### config.mk
export PLATFORM = sky130hd
export DESIGN_NAME = sram_bus_ctrl_flat
export DESIGN_NICKNAME = d
export VERILOG_FILES = /design/src/rtl/sram_bus_ctrl_pkg.sv /design/src/rtl/sram_bus_ctrl_if.sv /design/src/rtl/sram_bus_ctrl_addr_reg.sv /design/src/rtl/sram_bus_ctrl.sv /design/src/flat_wrapper.sv
export SDC_FILE = /design/constraint.sdc
export NUM_CORES = 1
export LEC_CHECK = 0
export BUFFER_PORTS_ARGS = -buffer_cell sky130_fd_sc_hd__buf_2
export CORE_MARGIN = 3
export CORE_UTILIZATION = 52
export DETAILED_ROUTE_END_ITERATION = 16
export GPL_TIMING_DRIVEN = 0
export PLACE_DENSITY = 0.85
export SYNTH_ARGS = -nofsm -noshare
export SYNTH_HDL_FRONTEND = slang
export SYNTH_SLANG_ARGS = --single-unit
### constraint.sdc
create_clock -name clk -period 2.1 [get_ports clk]
set_input_delay 0.21 -clock clk [delete_from_list [all_inputs] [get_ports clk]]
set_output_delay 0.21 -clock clk [all_outputs]
set_load 0.01 [all_outputs]
### src/rtl/sram_bus_ctrl_pkg.sv
// Shared definitions for the SRAM bus controller: FSM state encoding and debug bus width.
package sram_bus_pkg;

  localparam int DEBUG_W = 8;

  localparam logic [2:0] ENC_IDLE     = 3'd0,
                         ENC_RD       = 3'd1,
                         ENC_WR_SETUP = 3'd2,
                         ENC_WR_PULSE = 3'd3,
                         ENC_WR_HOLD  = 3'd4,
                         ENC_RECOVER  = 3'd5,
                         ENC_SNES     = 3'd6,
                         ENC_TURN     = 3'd7;

  typedef enum logic [2:0] {
    ST_IDLE     = ENC_IDLE,
    ST_RD       = ENC_RD,
    ST_WR_SETUP = ENC_WR_SETUP,
    ST_WR_PULSE = ENC_WR_PULSE,
    ST_WR_HOLD  = ENC_WR_HOLD,
    ST_RECOVER  = ENC_RECOVER,
    ST_SNES     = ENC_SNES,
    ST_TURN     = ENC_TURN
  } state_e;

endpackage

### src/rtl/sram_bus_ctrl_if.sv
// SRAM pin bundle: the controller is master, the memory (or its model) is slave.
interface sram_bus_ctrl_if #(
  parameter int ADDR_W = 21,
  parameter int DATA_W = 8
);
  logic [ADDR_W-1:0] sram_addr;
  logic [DATA_W-1:0] sram_data_in;
  logic [DATA_W-1:0] sram_data_out;
  logic              sram_data_oe;
  logic              sram_ce_n;
  logic              sram_oe_n;
  logic              sram_we_n;

  modport master (
    output sram_addr, sram_data_out, sram_data_oe, sram_ce_n, sram_oe_n, sram_we_n,
    input  sram_data_in
  );

  modport slave (
    input  sram_addr, sram_data_out, sram_data_oe, sram_ce_n, sram_oe_n, sram_we_n,
    output sram_data_in
  );
endinterface

### src/rtl/sram_bus_ctrl_addr_reg.sv
// AVR control-input synchronisers plus the serially loaded, auto-incrementing address register.
module sram_addr_reg #(
  parameter int ADDR_W      = 21,
  parameter int SYNC_STAGES = 2
) (
  input  logic              clk,
  input  logic              reset_n,
  input  logic              avr_sclk,
  input  logic              avr_si,
  input  logic              avr_sreg_en_n,
  input  logic              avr_counter_n,
  input  logic              avr_oe_n,
  input  logic              avr_we_n,
  input  logic              avr_snes_mode,
  input  logic              busy,
  input  logic              recover,
  output logic [ADDR_W-1:0] addr,
  output logic              oe_n_s,
  output logic              we_n_s,
  output logic              snes_s
);

  // bit order: {snes_mode, we_n, oe_n, counter_n, sreg_en_n, si, sclk}; active-low inputs idle high
  localparam logic [6:0] SYNC_RST = 7'b0111100;

  logic [6:0] sync_q [SYNC_STAGES];
  logic [6:0] ctl_s;
  logic       sclk_prev;

  always_ff @(posedge clk or negedge reset_n) begin
    if (!reset_n) begin
      for (int i = 0; i < SYNC_STAGES; i++) sync_q[i] <= SYNC_RST;
    end else begin
      sync_q[0] <= {avr_snes_mode, avr_we_n, avr_oe_n, avr_counter_n,
                    avr_sreg_en_n, avr_si, avr_sclk};
      for (int i = 1; i < SYNC_STAGES; i++) sync_q[i] <= sync_q[i-1];
    end
  end

  assign ctl_s = sync_q[SYNC_STAGES-1];
  assign {snes_s, we_n_s, oe_n_s} = ctl_s[6:4];

  always_ff @(posedge clk or negedge reset_n) begin
    if (!reset_n) begin
      addr      <= '0;
      sclk_prev <= 1'b0;
    end else begin
      sclk_prev <= ctl_s[0];
      if (ctl_s[0] && !sclk_prev && !ctl_s[2] && !busy)
        addr <= {addr[ADDR_W-2:0], ctl_s[1]};
      else if (recover && !ctl_s[3])
        addr <= (addr == '1) ? '0 : addr + ADDR_W'(1);
    end
  end

endmodule

### src/rtl/sram_bus_ctrl.sv
// SRAM bus controller: AVR timed read/write cycles and SNES pass-through on one SRAM port.
// Define SRAM_BUS_CTRL_DEBUG_EN to drive the debug bus; otherwise it is tied to zero.
//
// state     | meaning
// IDLE      | waiting for an AVR strobe edge or SNES request
// RD        | ce/oe low, read data captured on last cycle
// WR_SETUP  | ce low, write data driven, we still high
// WR_PULSE  | we low
// WR_HOLD   | we released, data still driven
// RECOVER   | all strobes high, optional address increment
// SNES      | SRAM handed to SNES address/data path
// TURN      | one idle cycle when leaving SNES
module sram_bus_ctrl import sram_bus_pkg::*; #(
  parameter int ADDR_W      = 21,
  parameter int DATA_W      = 8,
  parameter int WAIT_CYCLES = 1,
  parameter int SYNC_STAGES = 2
) (
  input  logic               clk,
  input  logic               reset_n,
  input  logic               avr_sclk,
  input  logic               avr_si,
  input  logic               avr_sreg_en_n,
  input  logic               avr_counter_n,
  input  logic               avr_oe_n,
  input  logic               avr_we_n,
  input  logic               avr_snes_mode,
  input  logic [DATA_W-1:0]  avr_data_in,
  output logic [DATA_W-1:0]  avr_data_out,
  output logic               avr_data_oe,
  input  logic [ADDR_W-1:0]  snes_addr,
  output logic [DATA_W-1:0]  snes_data_out,
  sram_bus_ctrl_if.master    sram,
  output logic               busy,
  output logic               err,
  output logic [DEBUG_W-1:0] debug
);

  localparam logic [3:0] WAIT_INIT = 4'(WAIT_CYCLES);

  state_e            state;
  logic [3:0]        timer;
  logic [ADDR_W-1:0] addr;
  logic              oe_n_s, we_n_s, snes_s;
  logic              oe_prev, we_prev, oe_fall, we_fall;
  logic              ce_n_q, oe_n_q, we_n_q, data_oe_q;
  logic [DATA_W-1:0] wdata_q;

  sram_addr_reg #(.ADDR_W(ADDR_W), .SYNC_STAGES(SYNC_STAGES)) u_addr_reg (
    .clk           (clk),
    .reset_n       (reset_n),
    .avr_sclk      (avr_sclk),
    .avr_si        (avr_si),
    .avr_sreg_en_n (avr_sreg_en_n),
    .avr_counter_n (avr_counter_n),
    .avr_oe_n      (avr_oe_n),
    .avr_we_n      (avr_we_n),
    .avr_snes_mode (avr_snes_mode),
    .busy          (busy),
    .recover       (state == ST_RECOVER),
    .addr          (addr),
    .oe_n_s        (oe_n_s),
    .we_n_s        (we_n_s),
    .snes_s        (snes_s)
  );

  // registered edge pulses give the extra cycle of strobe-to-FSM latency
  always_ff @(posedge clk or negedge reset_n) begin
    if (!reset_n) begin
      oe_prev <= 1'b1;
      we_prev <= 1'b1;
      oe_fall <= 1'b0;
      we_fall <= 1'b0;
    end else begin
      oe_prev <= oe_n_s;
      we_prev <= we_n_s;
      oe_fall <= oe_prev & ~oe_n_s;
      we_fall <= we_prev & ~we_n_s;
    end
  end

  always_ff @(posedge clk or negedge reset_n) begin
    if (!reset_n) begin
      state         <= ST_IDLE;
      timer         <= '0;
      ce_n_q        <= 1'b1;
      oe_n_q        <= 1'b1;
      we_n_q        <= 1'b1;
      data_oe_q     <= 1'b0;
      wdata_q       <= '0;
      avr_data_out  <= '0;
      snes_data_out <= '0;
      busy          <= 1'b0;
      err           <= 1'b0;
    end else begin
      case (state)
        ST_IDLE: begin
          if (oe_fall && we_fall) begin
            err <= 1'b1;
          end else if (oe_fall) begin
            state  <= ST_RD;
            ce_n_q <= 1'b0;
            oe_n_q <= 1'b0;
            timer  <= WAIT_INIT;
            busy   <= 1'b1;
          end else if (we_fall) begin
            state     <= ST_WR_SETUP;
            ce_n_q    <= 1'b0;
            data_oe_q <= 1'b1;
            wdata_q   <= avr_data_in;
            busy      <= 1'b1;
          end else if (snes_s) begin
            state  <= ST_SNES;
            ce_n_q <= 1'b0;
            oe_n_q <= 1'b0;
          end
        end
        ST_RD: begin
          if (timer == 4'd0) begin
            avr_data_out <= sram.sram_data_in;
            ce_n_q       <= 1'b1;
            oe_n_q       <= 1'b1;
            state        <= ST_RECOVER;
          end else begin
            timer <= timer - 4'd1;
          end
        end
        ST_WR_SETUP: begin
          we_n_q <= 1'b0;
          timer  <= WAIT_INIT;
          state  <= ST_WR_PULSE;
        end
        ST_WR_PULSE: begin
          if (timer == 4'd0) begin
            we_n_q <= 1'b1;
            state  <= ST_WR_HOLD;
          end else begin
            timer <= timer - 4'd1;
          end
        end
        ST_WR_HOLD: begin
          ce_n_q    <= 1'b1;
          data_oe_q <= 1'b0;
          state     <= ST_RECOVER;
        end
        ST_RECOVER: begin
          busy  <= 1'b0;
          state <= ST_IDLE;
        end
        ST_SNES: begin
          snes_data_out <= sram.sram_data_in;
          if (!snes_s) begin
            ce_n_q <= 1'b1;
            oe_n_q <= 1'b1;
            busy   <= 1'b1;
            state  <= ST_TURN;
          end
        end
        ST_TURN: begin
          busy  <= 1'b0;
          state <= ST_IDLE;
        end
        default: state <= ST_IDLE;
      endcase
    end
  end

  assign sram.sram_addr     = (state == ST_SNES) ? snes_addr : addr;
  assign sram.sram_data_out = wdata_q;
  assign sram.sram_data_oe  = data_oe_q;
  assign sram.sram_ce_n     = ce_n_q;
  assign sram.sram_oe_n     = oe_n_q;
  assign sram.sram_we_n     = we_n_q;
  assign avr_data_oe        = ~oe_n_s & (state != ST_SNES);

`ifdef SRAM_BUS_CTRL_DEBUG_EN
  assign debug = {state, busy, err, we_n_q, oe_n_q, ce_n_q};
`else
  assign debug = '0;
`endif

endmodule

### src/flat_wrapper.sv
// flat-port wrapper written by rule: the top's interface ports become plain ports
module sram_bus_ctrl_flat import sram_bus_pkg::*;
#(
  parameter int ADDR_W      = 21,
  parameter int DATA_W      = 8,
  parameter int WAIT_CYCLES = 1,
  parameter int SYNC_STAGES = 2
)
  (clk, reset_n, avr_sclk, avr_si, avr_sreg_en_n, avr_counter_n, avr_oe_n, avr_we_n, avr_snes_mode, avr_data_in, avr_data_out, avr_data_oe, snes_addr, snes_data_out, busy, err, debug, sram_sram_addr, sram_sram_data_out, sram_sram_data_oe, sram_sram_ce_n, sram_sram_oe_n, sram_sram_we_n, sram_sram_data_in);
  sram_bus_ctrl_if #(.ADDR_W(ADDR_W), .DATA_W(DATA_W)) sram_i ();
  input  logic clk;
  input  logic reset_n;
  input  logic avr_sclk;
  input  logic avr_si;
  input  logic avr_sreg_en_n;
  input  logic avr_counter_n;
  input  logic avr_oe_n;
  input  logic avr_we_n;
  input  logic avr_snes_mode;
  input  logic [DATA_W-1:0] avr_data_in;
  output logic [DATA_W-1:0] avr_data_out;
  output logic avr_data_oe;
  input  logic [ADDR_W-1:0] snes_addr;
  output logic [DATA_W-1:0] snes_data_out;
  output logic busy;
  output logic err;
  output logic [DEBUG_W-1:0] debug;
  output wire logic [$bits(sram_i.sram_addr)-1:0] sram_sram_addr;
  output wire logic [$bits(sram_i.sram_data_out)-1:0] sram_sram_data_out;
  output wire logic [$bits(sram_i.sram_data_oe)-1:0] sram_sram_data_oe;
  output wire logic [$bits(sram_i.sram_ce_n)-1:0] sram_sram_ce_n;
  output wire logic [$bits(sram_i.sram_oe_n)-1:0] sram_sram_oe_n;
  output wire logic [$bits(sram_i.sram_we_n)-1:0] sram_sram_we_n;
  input wire logic [$bits(sram_i.sram_data_in)-1:0] sram_sram_data_in;
  assign sram_sram_addr = sram_i.sram_addr;
  assign sram_sram_data_out = sram_i.sram_data_out;
  assign sram_sram_data_oe = sram_i.sram_data_oe;
  assign sram_sram_ce_n = sram_i.sram_ce_n;
  assign sram_sram_oe_n = sram_i.sram_oe_n;
  assign sram_sram_we_n = sram_i.sram_we_n;
  assign sram_i.sram_data_in = sram_sram_data_in;
  sram_bus_ctrl #(.ADDR_W(ADDR_W), .DATA_W(DATA_W), .WAIT_CYCLES(WAIT_CYCLES), .SYNC_STAGES(SYNC_STAGES)) u_core (.clk(clk), .reset_n(reset_n), .avr_sclk(avr_sclk), .avr_si(avr_si), .avr_sreg_en_n(avr_sreg_en_n), .avr_counter_n(avr_counter_n), .avr_oe_n(avr_oe_n), .avr_we_n(avr_we_n), .avr_snes_mode(avr_snes_mode), .avr_data_in(avr_data_in), .avr_data_out(avr_data_out), .avr_data_oe(avr_data_oe), .snes_addr(snes_addr), .snes_data_out(snes_data_out), .sram(sram_i), .busy(busy), .err(err), .debug(debug));
endmodule
== Word-level counts from Yosys, hierarchy flattened ==
Index checks and enable logic that the tools add are counted.

* Register bits after elaboration: 77
* Input port bits: 46

* Add/sub/neg operators: 2
* Eq/ne operators: 21
* Muxes and demuxes: 35
* Bitwise operators: 7
* Reductions and logical operators: 30

{| class="wikitable"
|+ Operators by type and width
! operator !! number
|-
| two-way mux 21 bit || 4
|-
| adder 21 x 1 -> 21 bit, second input constant || 1
|-
| equality test 21 bit, second input constant || 1
|-
| two-way mux 3 bit || 7
|-
| case mux 3 bit (7 select lines) || 1
|-
| AND reduction 4 bit || 4
|-
| two-way mux 1 bit || 14
|-
| equality test 3 bit, second input constant || 4
|-
| two-way mux 4 bit || 3
|-
| case mux 4 bit (3 select lines) || 1
|-
| AND reduction 5 bit || 2
|-
| nonzero test 3 bit || 3
|-
| inequality test 2 x 1 -> 1 bit, second input constant || 4
|-
| inequality test 2 bit, second input constant || 4
|-
| equality test 3 x 2 -> 1 bit, second input constant || 2
|-
| inequality test 3 x 2 -> 1 bit, second input constant || 2
|-
| case mux 1 bit (3 select lines) || 2
|-
| AND reduction 2 bit || 3
|-
| AND reduction 6 bit || 1
|-
| nonzero test 2 bit || 3
|-
| logical AND 1 bit || 5
|-
| logical NOT 1 bit || 4
|-
| logical NOT 4 bit || 1
|-
| inequality test 4 x 2 -> 1 bit, second input constant || 1
|-
| other kinds (11) || 18
|}

== Logic depth before layout (Yosys ltp) ==
* Depth in word-level cells: 5
* Gate-level depth with buffers: 7
* Mapped depth without buffers: 7

== Hierarchy ==
Synthesis repeated with hierarchy kept, for this count alone.

* Cell total of the unflattened synthesis: 361
* Area total of the unflattened synthesis: 3946.3 um2

{| class="wikitable"
|+ Modules (own cells, without submodules)
! module !! instances !! cells an instance !! area an instance (um2) !! sequential area each (um2)
|-
| sram_bus_ctrl || 1 || 193 || 2228.4 || 1032.2
|-
| sram_addr_reg || 1 || 168 || 1717.9 || 910.9
|}

== Worst setup path before layout ==
OpenSTA, ideal clock, no wires.

* Path type: reg-to-reg
* From: register u_core.timer[0]
* To: register u_core.timer[2]
* Data arrival time: 1.551 ns
* Required time: 1.979 ns
* Slack: 0.428 ns
* Stages on the path, launching flop included: 8
* Period minus slack after synthesis: 1.672 ns
* Cells stage by stage: dfrtp_1 inv_1 ha_1 nor3b_2 a221o_1 nor2_1 mux2_2 a22o_1

* Longest elaborated chain between the ends: 3

{| class="wikitable"
|+ Ends and longest elaborated chain
! element !! line !! RTL
|-
| from (decl) || sram_bus_ctrl.sv:42 || <nowiki>logic [3:0] timer;</nowiki>
|-
| from (signal assigned) || sram_bus_ctrl.sv:125 || <nowiki>timer <= timer - 4'd1;</nowiki>
|-
| from (signal assigned) || sram_bus_ctrl.sv:138 || <nowiki>timer <= timer - 4'd1;</nowiki>
|-
| subtractor 4 x 1 -> 4 bit / logical NOT 4 bit (equally long branches) || -- ||
|-
| two-way mux 4 bit / inequality test 2 bit (equally long branches) || -- ||
|-
| case mux 4 bit (3 select lines) / AND reduction 4 bit (equally long branches) || -- ||
|}

Parallel ways exist; a longest one is shown, timed or not. The select of a mux whose other input is x is not followed.
A chain may end at the register's enable or synchronous reset.

== Final worst setup path ==
* From: register u_core.state[0]
* To: output sram_sram_addr[20]

* Longest elaborated chain between the ends: 2

{| class="wikitable"
|+ Ends and longest elaborated chain
! element !! line !! RTL
|-
| from (decl) || sram_bus_ctrl.sv:41 || <nowiki>state_e state;</nowiki>
|-
| from (signal assigned) || sram_bus_ctrl.sv:84 || <nowiki>state <= ST_IDLE;</nowiki>
|-
| from (signal assigned) || sram_bus_ctrl.sv:101 || <nowiki>state <= ST_RD;</nowiki>
|-
| from (signal assigned) || sram_bus_ctrl.sv:107 || <nowiki>state <= ST_WR_SETUP;</nowiki>
|-
| equality test 3 bit || sram_bus_ctrl.sv:168 || <nowiki>assign sram.sram_addr = (state == ST_SNES) ? snes_addr : addr;</nowiki>
|-
| two-way mux 21 bit || sram_bus_ctrl.sv:168 ||
|-
| to (decl) || flat_wrapper.sv:28 || <nowiki>output wire logic [$bits(sram_i.sram_addr)-1:0] sram_sram_addr;</nowiki>
|}

No other way between the ends.

==> results.txt <==
----------------------------------------------------
[Outcome]
  Outcome ... finished clean

[Layout]
  Fraction of the core area covered by cells at the end of the flow ... 68.2%
  Final std cell area, no fill ... 0.00476 sq mm
  Layout-stage area growth over the synthesis result ... 24.3%
  Multi-input combinational cell area ... 0.00173 sq mm
  Layout cells sized above 1 ... 43.9%
  Area taken by flip-flops and latches ... 0.00194 sq mm
  Antenna Diode Count ... 0
  FILL cells ... 533
  Nets ... 530

[CTS]
  Number of clock sinks seen by CTS ... 77
  Number of buffers created by CTS ... 9
  TritonCTS clock tree ... built
  Clock Latency Late Sink ... 0.34 ns
  Clk slew on worst S/H paths ... 0.09 ns
  H-tree depth ... 3
  Buffer cell driving the clock tree root ... clkbuf_8
  Buffer levels on the longest clock path ... 2

[Global routing]
  Number of antenna violations at the first check in global routing ... 0
  Via count of the first global-routing pass ... 3089
  Wire length of the first global-routing pass ... 14300 um
  Residual overflow from global routing ... 0
  Largest net degree at the start of global routing ... 78
  Overall fraction of global-route tracks in use ... 21.0%

[Logic synthesis]
  Synthesized netlist cell count ... 357
  Most numerous cell in the Yosys netlist ... dfrtp_1
  Sequential area share after synthesis ... 50.7%
  Number of synthesized register bits ... 77
  Proportion of netlist area held by the largest area contributor ... 41.8%
  Yosys synthesis warning count ... 0
  Most common flop cell mapped by yosys ... dfrtp_1
  Most area-consuming cells after synthesis ... dfrtp_1, mux2_2, dfstp_2
  Cell taking the most area after synthesis ... dfrtp_1
  Number of enable flip-flop cells after synthesis ... 0
  FFs w/ async S/R, synth ... 100%
  Synth unique cells ... 66
  Post-synthesis instance area ... 0.00383 sq mm
  Mean instance size in the synthesized netlist ... 10.7 sq um
  Top post-synthesis cells by count ... dfrtp_1, mux2_2, nand2_1

[Flow run]
  Number of max-capacitance violations reported ... 0

[Placed design]
  Post-DP HPWL ... 6100 um
  Routability congestion estimate from global placement ... 0.901
  Placement Cell Area ... 0.00447 sq mm
  Input/output buffers ... 97

[Timing]
  Portion of the clock cycle consumed by the worst path in the final layout ... 94.4%
  Min Clock Period, post-route ... 1.98 ns
  Final clock skew ... 0.0139 ns
  Final setup violation count ... 0
  Worst rel slew slack ... 38.8%
  Worst slack on hold paths ... 0.00290 ns
  Max Clock Freq ... 0.504 GHz
  Number of pins with negative max-slew slack in the final report ... 0
  Least-Margin Pin Slew ... 0.918 ns
  Final count of hold timing violations ... 0
  Setup repair after global routing missed its margin ... false
  Total negative slack for setup checks ... 0 ns

[Worst setup path]
  Launching point of the worst reg2reg path ... u_core.timer[0]
  R2R cell count ... 6
  Required time of the critical path ... 1.89 ns
  Worst r2r dst ... u_core.avr_data_out[7]
  Crit path DAT ... 1.77 ns
  Maximum net fanout on the critical path ... 10
  R2r setup slk ... 0.12 ns
  Crit Path Class ... reg2out
  Startpoint of the worst setup timing path ... u_core.state[0]
  Kind of launch point of the worst setup path ... register
  Kind of end point of the critical path ... output port

[Routing]
  Average wire per cell in the routed design ... 15.0 um
  Post-detailed-routing wire length ... 8720 um
  Via count ... 3237
  Antenna-violating nets left ... 0
  Drc violations ... 0
  Number of optimization iterations in the first detailed-route pass ... 5
  Routed via count divided by cell count ... 5.55
  Initial drt markers ... 292

[Floorplan]
  Number of top-level design ports ... 106
  Overall die height ... 91.8 um
  Initial cell density of the core ... 54.9%
  Number of placement rows ... 30
  Floorplan die width ... 91.8 um
  Area enclosed by the die boundary ... 0.00843 sq mm
  Total core area ... 0.00698 sq mm

[Pwr]
  Peak supply drop ... 0.000790 V
  Cell leakage power ... 0.00215 uW
  Pwr/cell area ... 1280 mW/mm^2

[Worst hold path]
  Hold Path Class ... in2async

----------------------------------------------------
[timing repair]
| item | CTS | global route |
|---|---|---|
| hold endpoints to repair | 7 | 0 |
| setup buffers | 0 | 3 |
| gates resized for setup | 4 | 3 |
| cloned | 0 | 0 |
| pin swaps | 0 | 0 |
| hold buffers | 7 | 0 |
| setup endpoints to repair | 21 | 22 |
[flip-flops by register name (all words and copies together) (netlist names), 3 cells and up]
name	cells
u_core.u_addr_reg.addr	21
u_core.avr_data_out	8
u_core.snes_data_out	8
u_core.sram.sram_data_out	8
u_core.u_addr_reg.ctl_s	7
u_core.u_addr_reg.sync_q	7
u_core.timer	4
u_core.state	3
[routing by layer]
metal	track usage, %	part of all wire, %	up-vias
met2	35.2	49	164
met4	7.92	2.0	0
li1	-	-	1524
met3	5.41	9.3	19
met1	26.0	40	1530
met5	0	0	-
[power by group]
group	switching, uW	total [uW]	internal [uW]
Sequential	450	2480	2030
Combinational	1340	2610	1270
Clock	583	1030	445
Total	2370	6120	3750
[through the flow]
step / worst slack (ns) / std cells / power [uW]
finish: 0.117 / 583 / 6120
global route: 0.00754 / 583 / 6540
detailed placement: 0.156 / 557 / 5020
global placement: 0.178 / 557 / 4890
floorplan: 0.428 / 364 / 4110
CTS: 0.00701 / 580 / 6080
[layout by cell type (no fill, tap or decap), drive strengths merged, types with 3 or more instances in the layout]
cell / instances
a21oi: 24
a31oi: 3
and4: 3
buf: 120
clkbuf: 17
clkinvlp: 3
conb: 8
dfrtp: 64
dfstp: 13
dlygate4sd3: 7
inv: 11
mux2: 46
nand2: 33
nand3: 16
nand4: 8
nor2: 25
nor2b: 4
nor3: 10
o211ai: 4
o21ai: 13
or3: 6
[logic make-up after synthesis]
| kind of cell | after synthesis | synth area share, % |
|---|---|---|
| compound gates | 70 | 12.0 |
| xor+xnor | 2 | 0.457 |
| fa+ha+maj | 2 | 0.653 |
| buf+inv | 37 | 5.03 |
| flops | 77 | 50.7 |
| mux | 47 | 13.8 |
| other cells | 1 | 0.0979 |
| simple gates | 121 | 17.3 |
[how the worst max path moves through the flow]
| stage | cells past startpoint | to | slack, ns |
|---|---|---|---|
| CTS | 5 | sram_sram_addr[20] | 0.007 |
| floorplan | 7 | u_core.timer[2] | 0.43 |
| global placement | 6 | u_core.avr_data_out[0] | 0.18 |
| detailed placement | 6 | u_core.avr_data_out[7] | 0.16 |
| global route | 5 | sram_sram_addr[20] | 0.008 |
| finish | 5 | sram_sram_addr[20] | 0.12 |
[area by class of cell]
type	instances	share of cell area [%]
Sequential cell	77	40.8
Multi-Input combinational cell	250	36.4
Timing Repair Buffer	107	12.2
Buffer	28	3.49
Clock buffer	9	2.60
Tap cell	96	2.52
Clock inverter	7	1.21
Inverter	9	0.788
[critical path, cell delays in order, from the launching register on]
cell and delay (ns):
dfrtp_2 0.45, clkinvlp_4 0.16, nand3_2 0.12, buf_4 0.21
mux2_2 0.35, buf_2 0.15
Power figures use the tool's default switching activity.
